[src/rtl/wb_pkg.sv]
// Shared types and sizes for the writeback arbiter.
package wb_pkg;

  localparam int XLEN      = 32;
  localparam int NREG      = 32;
  localparam int REG_IDX_W = $clog2(NREG);

  // One pending writeback: destination register and its data.
  typedef struct packed {
    logic [REG_IDX_W-1:0] rd;
    logic [XLEN-1:0]      data;
  } wb_entry_t;

endpackage

[src/rtl/wb_load_fifo.sv]
// Load-response queue: DEPTH-deep synchronous FIFO of wb_entry_t.
// DEPTH must be a power of two so the pointers wrap naturally.
module wb_load_fifo
  import wb_pkg::*;
#(
  parameter  int DEPTH = 2,
  localparam int PTR_W = $clog2(DEPTH),
  localparam int CNT_W = PTR_W + 1
) (
  input  logic             clk,
  input  logic             rst_n,
  input  logic             push_i,
  input  wb_entry_t        entry_i,
  input  logic             pop_i,
  output wb_entry_t        head_o,
  output logic [CNT_W-1:0] count_o
);

  wb_entry_t        mem_q [DEPTH];
  logic [PTR_W-1:0] wr_ptr_q, wr_ptr_d;
  logic [PTR_W-1:0] rd_ptr_q, rd_ptr_d;
  logic [CNT_W-1:0] count_q, count_d;

  // Next pointers and occupancy from this cycle's push/pop.
  always_comb begin
    // NOTE: every always_comb output gets a default first so no latch is inferred.
    wr_ptr_d = wr_ptr_q;
    rd_ptr_d = rd_ptr_q;
    count_d  = count_q;
    if (push_i) wr_ptr_d = wr_ptr_q + 1'b1;
    if (pop_i)  rd_ptr_d = rd_ptr_q + 1'b1;
    case ({push_i, pop_i})
      2'b10:   count_d = count_q + 1'b1;
      2'b01:   count_d = count_q - 1'b1;
      default: count_d = count_q;
    endcase
  end

  // Pointer and occupancy registers.
  always_ff @(posedge clk or negedge rst_n) begin
    // NOTE: sequential state uses non-blocking assignments so all registers update together.
    if (!rst_n) begin
      wr_ptr_q <= '0;
      rd_ptr_q <= '0;
      count_q  <= '0;
    end else begin
      wr_ptr_q <= wr_ptr_d;
      rd_ptr_q <= rd_ptr_d;
      count_q  <= count_d;
    end
  end

  // Entry storage write.
  // NOTE: storage is deliberately not reset; count_q gates every read, so stale data is never used.
  always_ff @(posedge clk) begin
    if (push_i) mem_q[wr_ptr_q] <= entry_i;
  end

  assign head_o  = mem_q[rd_ptr_q];
  assign count_o = count_q;

endmodule

[src/rtl/wb_arbiter.sv]
// Writeback arbiter: merges ALU results with queued load responses onto the
// register-file write port and tracks in-flight loads for hazard detection.
// Optional same-cycle load bypass (empty queue, no ALU) via `define WB_LD_BYPASS_EN.
module wb_arbiter
  import wb_pkg::*;
#(
  parameter  int LQ_DEPTH = 2,
  localparam int CNT_W    = $clog2(LQ_DEPTH) + 1
) (
  input  logic                 clk,
  input  logic                 rst,
  input  logic                 alu_wb_valid,
  input  logic [REG_IDX_W-1:0] alu_wb_rd,
  input  logic [XLEN-1:0]      alu_wb_data,
  input  logic                 ld_issue_valid,
  input  logic [REG_IDX_W-1:0] ld_issue_rd,
  input  logic                 ld_rsp_valid,
  output logic                 ld_rsp_ready,
  input  logic [REG_IDX_W-1:0] ld_rsp_rd,
  input  logic [XLEN-1:0]      ld_rsp_data,
  input  logic [REG_IDX_W-1:0] chk_rs1,
  input  logic [REG_IDX_W-1:0] chk_rs2,
  input  logic [REG_IDX_W-1:0] chk_rd,
  output logic                 hazard,
  output logic                 RegWrite,
  output logic [REG_IDX_W-1:0] Rd,
  output logic [XLEN-1:0]      Write_data,
  output logic [NREG-1:0]      pending,
  output logic [CNT_W-1:0]     lq_count
);

  logic                 ld_acc, q_empty, bypass, push, pop;
  wb_entry_t            head;
  logic                 sel_valid;
  logic [REG_IDX_W-1:0] sel_rd;
  logic [XLEN-1:0]      sel_data;
  logic                 regwrite_q;
  logic [REG_IDX_W-1:0] rd_q;
  logic [XLEN-1:0]      data_q;
  logic [NREG-1:0]      pending_q, pending_d;

  // Ready depends only on registered occupancy, never on a same-cycle pop.
  assign ld_rsp_ready = (lq_count != CNT_W'(LQ_DEPTH));
  assign ld_acc       = ld_rsp_valid && ld_rsp_ready;
  assign q_empty      = (lq_count == '0);

`ifdef WB_LD_BYPASS_EN
  assign bypass = ld_acc && !alu_wb_valid && q_empty;
`else
  assign bypass = 1'b0;
`endif

  assign push = ld_acc && !bypass;
  assign pop  = !alu_wb_valid && !q_empty;

  wb_load_fifo #(.DEPTH(LQ_DEPTH)) u_fifo (
    .clk     (clk),
    .rst_n   (rst),
    .push_i  (push),
    .entry_i ('{rd: ld_rsp_rd, data: ld_rsp_data}),
    .pop_i   (pop),
    .head_o  (head),
    .count_o (lq_count)
  );

  // Writeback source select: ALU first, then queue head, then bypassed response.
  always_comb begin
    sel_valid = 1'b0;
    sel_rd    = '0;
    sel_data  = '0;
    if (alu_wb_valid) begin
      sel_valid = 1'b1;
      sel_rd    = alu_wb_rd;
      sel_data  = alu_wb_data;
    end else if (pop) begin
      sel_valid = 1'b1;
      sel_rd    = head.rd;
      sel_data  = head.data;
    end else if (bypass) begin
      sel_valid = 1'b1;
      sel_rd    = ld_rsp_rd;
      sel_data  = ld_rsp_data;
    end
  end

  // Scoreboard update: clear on load retirement, then set on issue so set wins.
  always_comb begin
    pending_d = pending_q;
    if (pop)    pending_d[head.rd]   = 1'b0;
    if (bypass) pending_d[ld_rsp_rd] = 1'b0;
    if (ld_issue_valid && ld_issue_rd != '0) pending_d[ld_issue_rd] = 1'b1;
    pending_d[0] = 1'b0;
  end

  // Register-file write port and scoreboard state.
  always_ff @(posedge clk or negedge rst) begin
    if (!rst) begin
      regwrite_q <= 1'b0;
      rd_q       <= '0;
      data_q     <= '0;
      pending_q  <= '0;
    end else begin
      regwrite_q <= sel_valid && (sel_rd != '0);
      if (sel_valid) begin
        rd_q   <= sel_rd;
        data_q <= sel_data;
      end
      pending_q <= pending_d;
    end
  end

  assign RegWrite   = regwrite_q;
  assign Rd         = rd_q;
  assign Write_data = data_q;
  assign pending    = pending_q;
  assign hazard     = pending_q[chk_rs1] | pending_q[chk_rs2] | pending_q[chk_rd];

endmodule

[config.mk]
export PLATFORM = sky130hd
export DESIGN_NAME = wb_arbiter
export DESIGN_NICKNAME = d
export VERILOG_FILES = /design/src/rtl/wb_pkg.sv /design/src/rtl/wb_load_fifo.sv /design/src/rtl/wb_arbiter.sv
export SDC_FILE = /design/constraint.sdc
export NUM_CORES = 1
export LEC_CHECK = 0
export CAP_MARGIN = 20
export CORE_MARGIN = 2
export CORE_UTILIZATION = 50
export CTS_CLUSTER_DIAMETER = 200
export CTS_CLUSTER_SIZE = 40
export DETAILED_ROUTE_END_ITERATION = 10
export DONT_BUFFER_PORTS = 1
export PLACE_DENSITY_LB_ADDON = 0.1
export SETUP_SLACK_MARGIN = 0.2
export SYNTH_ARGS = -nofsm -noshare
export SYNTH_HDL_FRONTEND = slang
export SYNTH_HIERARCHICAL = 1
export SYNTH_SLANG_ARGS = --single-unit
export TNS_END_PERCENT = 100
[constraint.sdc]
create_clock -name clk -period 3.52 [get_ports clk]
set_clock_uncertainty 0.15 [all_clocks]
set_input_delay 0.704 -clock clk [delete_from_list [all_inputs] [get_ports clk]]
set_output_delay 0.704 -clock clk [all_outputs]
set_load 0.1 [all_outputs]
Yosys cells after proc, flatten, opt, wreduce, memory -nomap -nowiden
Memories as Yosys holds them, arrays and structs flattened.
Cells that the tools add are included.
{ "classes": {"addsub": 4, "n_mul": 0, "div": 0, "order_cmp": 7, "eq_ne": 3, "shifts": 0, "muxes": 21, "bitwise_logic": 5, "n_reduce_logical": 12} }
{ "op_table": {"columns": ["cell", "count"], "rows": [
  ["$mux 32", 4],
  ["$and 32x32->32", 1],
  ["$not 32->32", 1],
  ["$or 32x32->32", 1],
  ["$lt 5x6->1 const B", 5],
  ["$bmux 1 s5", 3],
  ["$demux 1 s5", 2],
  ["$ge 5x1->1 const B", 2],
  ["$mux 5", 2],
  ["$reduce_bool 5->1", 2],
  ["$mux 1", 9],
  ["$logic_and 1x1->1", 6],
  ["$pmux 2 s2", 1],
  ["$add 1x1->1 const B", 2],
  ["$add 2x1->2 const B", 1],
  ["$eq 2x1->1 const B", 1],
  ["$eq 2x2->1 const B", 1],
  ["$logic_not 1->1", 2],
  ["$logic_not 2->1", 1],
  ["$ne 2x2->1 const B", 1],
  ["$or 1x1->1", 2],
  ["$reduce_bool 2->1", 1],
  ["$sub 2x1->2 const B", 1]
]} }
{ "totals": {"register_bits": 73, "latch_bits": 0, "mem_bits_rw": 74, "rom_bits": 0, "input_bits": 99, "out_inout_bits": 74, "word_cells": 60, "mem_count": 1} }
{ "mem_list": {"columns": ["memory", "depth", "word_bits", "read_ports", "rd_ports_with_merged_regs", "write_ports", "line_no", "rtl"], "rows": [
  ["u_fifo.mem_q", 2, 37, 1, 0, 1, "wb_load_fifo.sv:19", "wb_entry_t mem_q [DEPTH];"]
]} }

Longest topological paths before layout
An unclocked memory read counts as a cell.
{ "depth": {"depth_word": 10, "ltp_mapped": 8, "mapped_depth_nobuf": 7} }

Modules after synthesis
The synthesis kept the hierarchy.
{ "modules_own_cells": {"columns": ["mod", "instances", "cells_each", "area_per_inst_um2", "seq_area_each_um2"], "rows": [
  ["wb_arbiter", 1, 389, 3932.5, 1726.7],
  ["wb_load_fifo", 1, 129, 2926.6, 2322.2]
]} }

Worst setup path after synthesis
Ideal clock, no wire load.
{ "synth_timing": {"path_kind": "reg2reg", "startpoint": "reg u_fifo.count_q[0], in the netlist u_fifo/count_o[0]", "endpoint": "mem u_fifo/mem_q[0][0] (netlist name), enable pin", "arrival_time_ns": 3.770, "setup_slack_ns": -0.832, "path_stages_with_launch": 5, "period_less_slack_ns": 4.352, "cell_sequence": "dfrtp_1 > nand2b_1 > and2_1 > inv_1 > nor2_1"} }
{ "synth_between": {"elab_chain_cells": 4} }
{ "synth_rtl": {"columns": ["element", "line_no", "rtl"], "rows": [
  ["start, declared", "wb_load_fifo.sv:22", "logic [CNT_W-1:0] count_q, count_d;"],
  ["start signal, assigned", "wb_load_fifo.sv:49", "count_q <= count_d;"],
  ["$ne 2x2->1", "wb_arbiter.sv:43", "assign ld_rsp_ready = (lq_count != CNT_W'(LQ_DEPTH));"],
  ["via ld_rsp_ready", "wb_arbiter.sv:18", "output logic ld_rsp_ready,"],
  ["$logic_and 1x1->1", "wb_arbiter.sv:44", "assign ld_acc = ld_rsp_valid && ld_rsp_ready;"],
  ["via ld_acc", "wb_arbiter.sv:32", "logic ld_acc, q_empty, bypass, push, pop;"],
  ["$mux 1", "wb_load_fifo.sv:56", "if (push_i) mem_q[wr_ptr_q] <= entry_i;"],
  ["$mux 1 (not written as such)", "wb_load_fifo.sv:56", null],
  ["end, declared", "wb_load_fifo.sv:19", null]
]} }
The timed path passes the listed nets, and every way through them passes these cells.

Worst setup path in the final report
{ "layout_timing": {"startpoint": "reg pending_q[22], in the netlist pending[22]", "endpoint": "out hazard"} }
{ "layout_between": {"elab_chain_cells": 4} }
{ "layout_rtl": {"columns": ["element", "line_no", "rtl"], "rows": [
  ["start, declared", "wb_arbiter.sv:40", "logic [NREG-1:0] pending_q, pending_d;"],
  ["start signal, assigned", "wb_arbiter.sv:108", "pending_q <= pending_d;"],
  ["$bmux 1 s5", "wb_arbiter.sv:116", "assign hazard = pending_q[chk_rs1] | pending_q[chk_rs2] | pending_q[chk_rd];"],
  ["$mux 1 (not written as such)", "wb_arbiter.sv:116", null],
  ["$or 1x1->1", "wb_arbiter.sv:116", null],
  ["$or 1x1->1 *", "wb_arbiter.sv:116", null],
  ["end, declared", "wb_arbiter.sv:24", "output logic hazard,"]
]} }
Mark *: on every way between the ends. The rest lies on a longest branch, timed or not. The select of a mux whose other input is x is not followed.

==> results.toml <==
[global_route]
antenna_found_initial = 0
use_met3_pct = 9.63
grt_pass1_wl_microns = 24900
grt_max_degree = 78
busiest_layer = "met2"
grt-ovfl-total = 0
grtUsageMet2_pct = 37.3
grt_use_met1_pct = 26.9
grt.total_usage_pct = 22.7
grt_pass1_vias = 4552

[worst_setup_path]
r2r_cells = 5
critPathLaunchType = "flip-flop"
rrSetupSlack_ns = 1.19
cp.arrival_ns = 2.34
r2r-end = "u_fifo/mem_q[1][21]$_DFFE_PP_"
end_kind = "output pin"
cp_max_fo = 5
r2r-start = "u_fifo/count_o[0]$_DFFE_PN0P_"
crit_type = "reg -> out"
critPathRequiredTime_ns = 2.67

[cells_and_area]
ff_latch_area_sq_mm = 0.00409
fin_nets = 640
multi_input_area_sq_mm = 0.00266
drive_gt1_share_pct = 25.1
nFillCells = 1100
syn2layout_area_growth_pct = 13.3
antennaDiodeCount = 0

[flow_run]
cap_violations = 0

[yosys]
synth_common_cells = "o21ai_0 (101), edfxtp_1 (74), dfrtp_1 (73)"
synthTopCellsByArea = "edfxtp_1 (32%), dfrtp_1 (27%), o21ai_0 (7.4%), mux2i_1 (7.3%), mux2_4 (4.4%)"
syn_area_sq_mm = 0.00686
yosysSeqAreaShare_pct = 59.0
ys_seq_elements = 147
synth.net_count = 618
synth_top_area_cell = "edfxtp_1"
synth_cell_type_count = 49
synth_most_common_cell = "o21ai_0"
synth_top_area_share_pct = 32.4
yosysWarnings = 6
synth_top_flop_cell = "edfxtp_1"
synthCells = 518
async_flop_share_pct = 49.7
synth-edff-count = 74
syn_area_per_cell_sq_um = 13.2

[die]
io_pins = 173
std_cell_rows = 42
start_util_pct = 51.6
dieArea_sq_mm = 0.0147
die_h_microns = 121
dieWidth_microns = 121
core-area_sq_mm = 0.0133

[timing]
slew_viol_final = 0
layout_setup_ws_ns = 0.322
period_needed_ns = 3.20
worst_pin_slew_ns = 0.941
tns_ns = 0
setup_viol = 0
hold_viol = 0
fin_crit_sh_pct = 90.9
fmax_ghz = 0.313
rsz0062_at_grt = "true"
relSlewSlack_pct = 37.3

[clock_network]
numClockSinks = 147
root_buffer = "clkbuf_16"
path_clk_slew_ns = 0.06
cts_made_buffers = 17
htree_levels = 4
clock_path_buffers = 2
cts_tree = "yes"
clk_latency_ns = 0.42

[run_status]
status = "complete, no violations"

[detailed_routing]
wl_per_cell_microns = 21.7
firstDrtPassIters = 4
vias_per_cell = 6.04
first_iter_violations = 312
drc = 0
drt_wl_total_microns = 15800
ant_nets = 0
via_count = 4404

[placement]
place_congestion = 0.869
place_hpwl_microns = 11100
place_ws_ns = 0.583
port_buffers = 0

[worst_hold_path]
hold_path_class = "in -> async"
[placed cells by master, fill, tap and decap left out, drive strengths merged, types with 2 or more instances in the layout]
| master | Yosys | final |
|---|---|---|
| o21ai | 101 | 101 |
| edfxtp | 74 | 74 |
| dfrtp | 73 | 73 |
| mux2i | 50 | 50 |
| nand2 | 48 | 48 |
| mux2 | 46 | 46 |
| buf | 14 | 31 |
| clkbuf | 14 | 22 |
| nor2 | 15 | 15 |
| mux4 | 14 | 14 |
| nand3 | 10 | 10 |
| nand3b | 10 | 10 |
| clkinv | 0 | 8 |
| nand2b | 6 | 6 |
| nand4b | 4 | 4 |
| xor2 | 3 | 3 |
| inv | 2 | 3 |
| or3b | 2 | 2 |
| or3 | 2 | 2 |
| a21oi | 2 | 2 |
| o22ai | 2 | 2 |
| nor4b | 2 | 2 |
| xnor2 | 2 | 2 |
| and2 | 2 | 2 |
[worst max path at each step]
stage / start / end / slack, ns / cells past startpoint
2_1_floorplan: chk_rs1[2] / hazard / 0.05 / 6
3_3_place_gp: chk_rs1[2] / hazard / 0.61 / 5
3_5_place_dp: chk_rs1[2] / hazard / 0.58 / 5
4_1_cts: pending[9]$_DFF_PN0_ / hazard / 0.21 / 6
5_1_grt: pending[13]$_DFF_PN0_ / hazard / 0.19 / 6
6_report: pending[22]$_DFF_PN0_ / hazard / 0.32 / 6
[sequential cells by signal, summed over array words and instances (netlist names)]
register / count
u_fifo/rd_ptr_q: 1
u_fifo/count_o: 2
u_fifo/wr_ptr_q: 1
Rd: 5
RegWrite: 1
pending: 31
Write_data: 32
u_fifo/mem_q: 74
[critical path, cell delays in order, from the launching register on]
cell and delay [ns]:
dfrtp_2 0.62, mux4_2 0.54, nand4b_1 0.10, nand2_1 0.07, nor4_2 0.26, nand4_1 0.13, buf_6 0.21
[cell type report]
class | count | area share, %
Sequential cell | 147 | 52.6
Multi-Input combinational cell | 341 | 34.2
Clock buffer | 22 | 5.71
Timing Repair Buffer | 31 | 3.46
Tap cell | 176 | 2.83
Clock inverter | 10 | 1.13
Inverter | 2 | 0.0966
[per-layer routing]
layer	vias to the layer above	routed length [microns]
met5	-	0
met4	0	291
met3	26	1500
met2	196	7850
met1	2197	6170
li1	1985	-
[timing repair]
| item | 4_1_cts | 5_1_grt |
|---|---|---|
| resized for setup | 0 | 10 |
| endpoints found under the setup margin | 0 | 1 |
| hold endpoints to repair | 73 | 0 |
| setup buffers | 0 | 0 |
| hold buffers | 1 | 0 |
[cells by family (layout without fill, tap and decap cells)]
group	after synthesis	count (layout)	synth area share, %
AO/OA/AOI/OAI	115	115	8.97
multiplexers	110	110	20.6
buffers and inverters	30	65	2.54
other	1	1	0.0547
XOR/XNOR	5	5	0.639
flip-flops	147	147	59.0
AND/OR/NAND/NOR	109	109	7.99
adder cells (fa/ha/maj)	1	1	0.182
[through the flow]
step / hold WS, ns / utilization (%) / cell area (sq um) / std cells
3_3_place_gp: 0.260 / 54.0 / 7180 / 696
4_1_cts: 0.0439 / 58.2 / 7740 / 729
5_1_grt: 0.0285 / 58.5 / 7770 / 729
3_5_place_dp: 0.260 / 54.0 / 7180 / 696
2_1_floorplan: 0.258 / - / 6900 / 518
6_report: 0.00921 / 58.5 / 7770 / 729
Power is left out: the tool's default activity adds up to more than one toggle a clock period on the data nets, which glitch-free logic cannot reach.
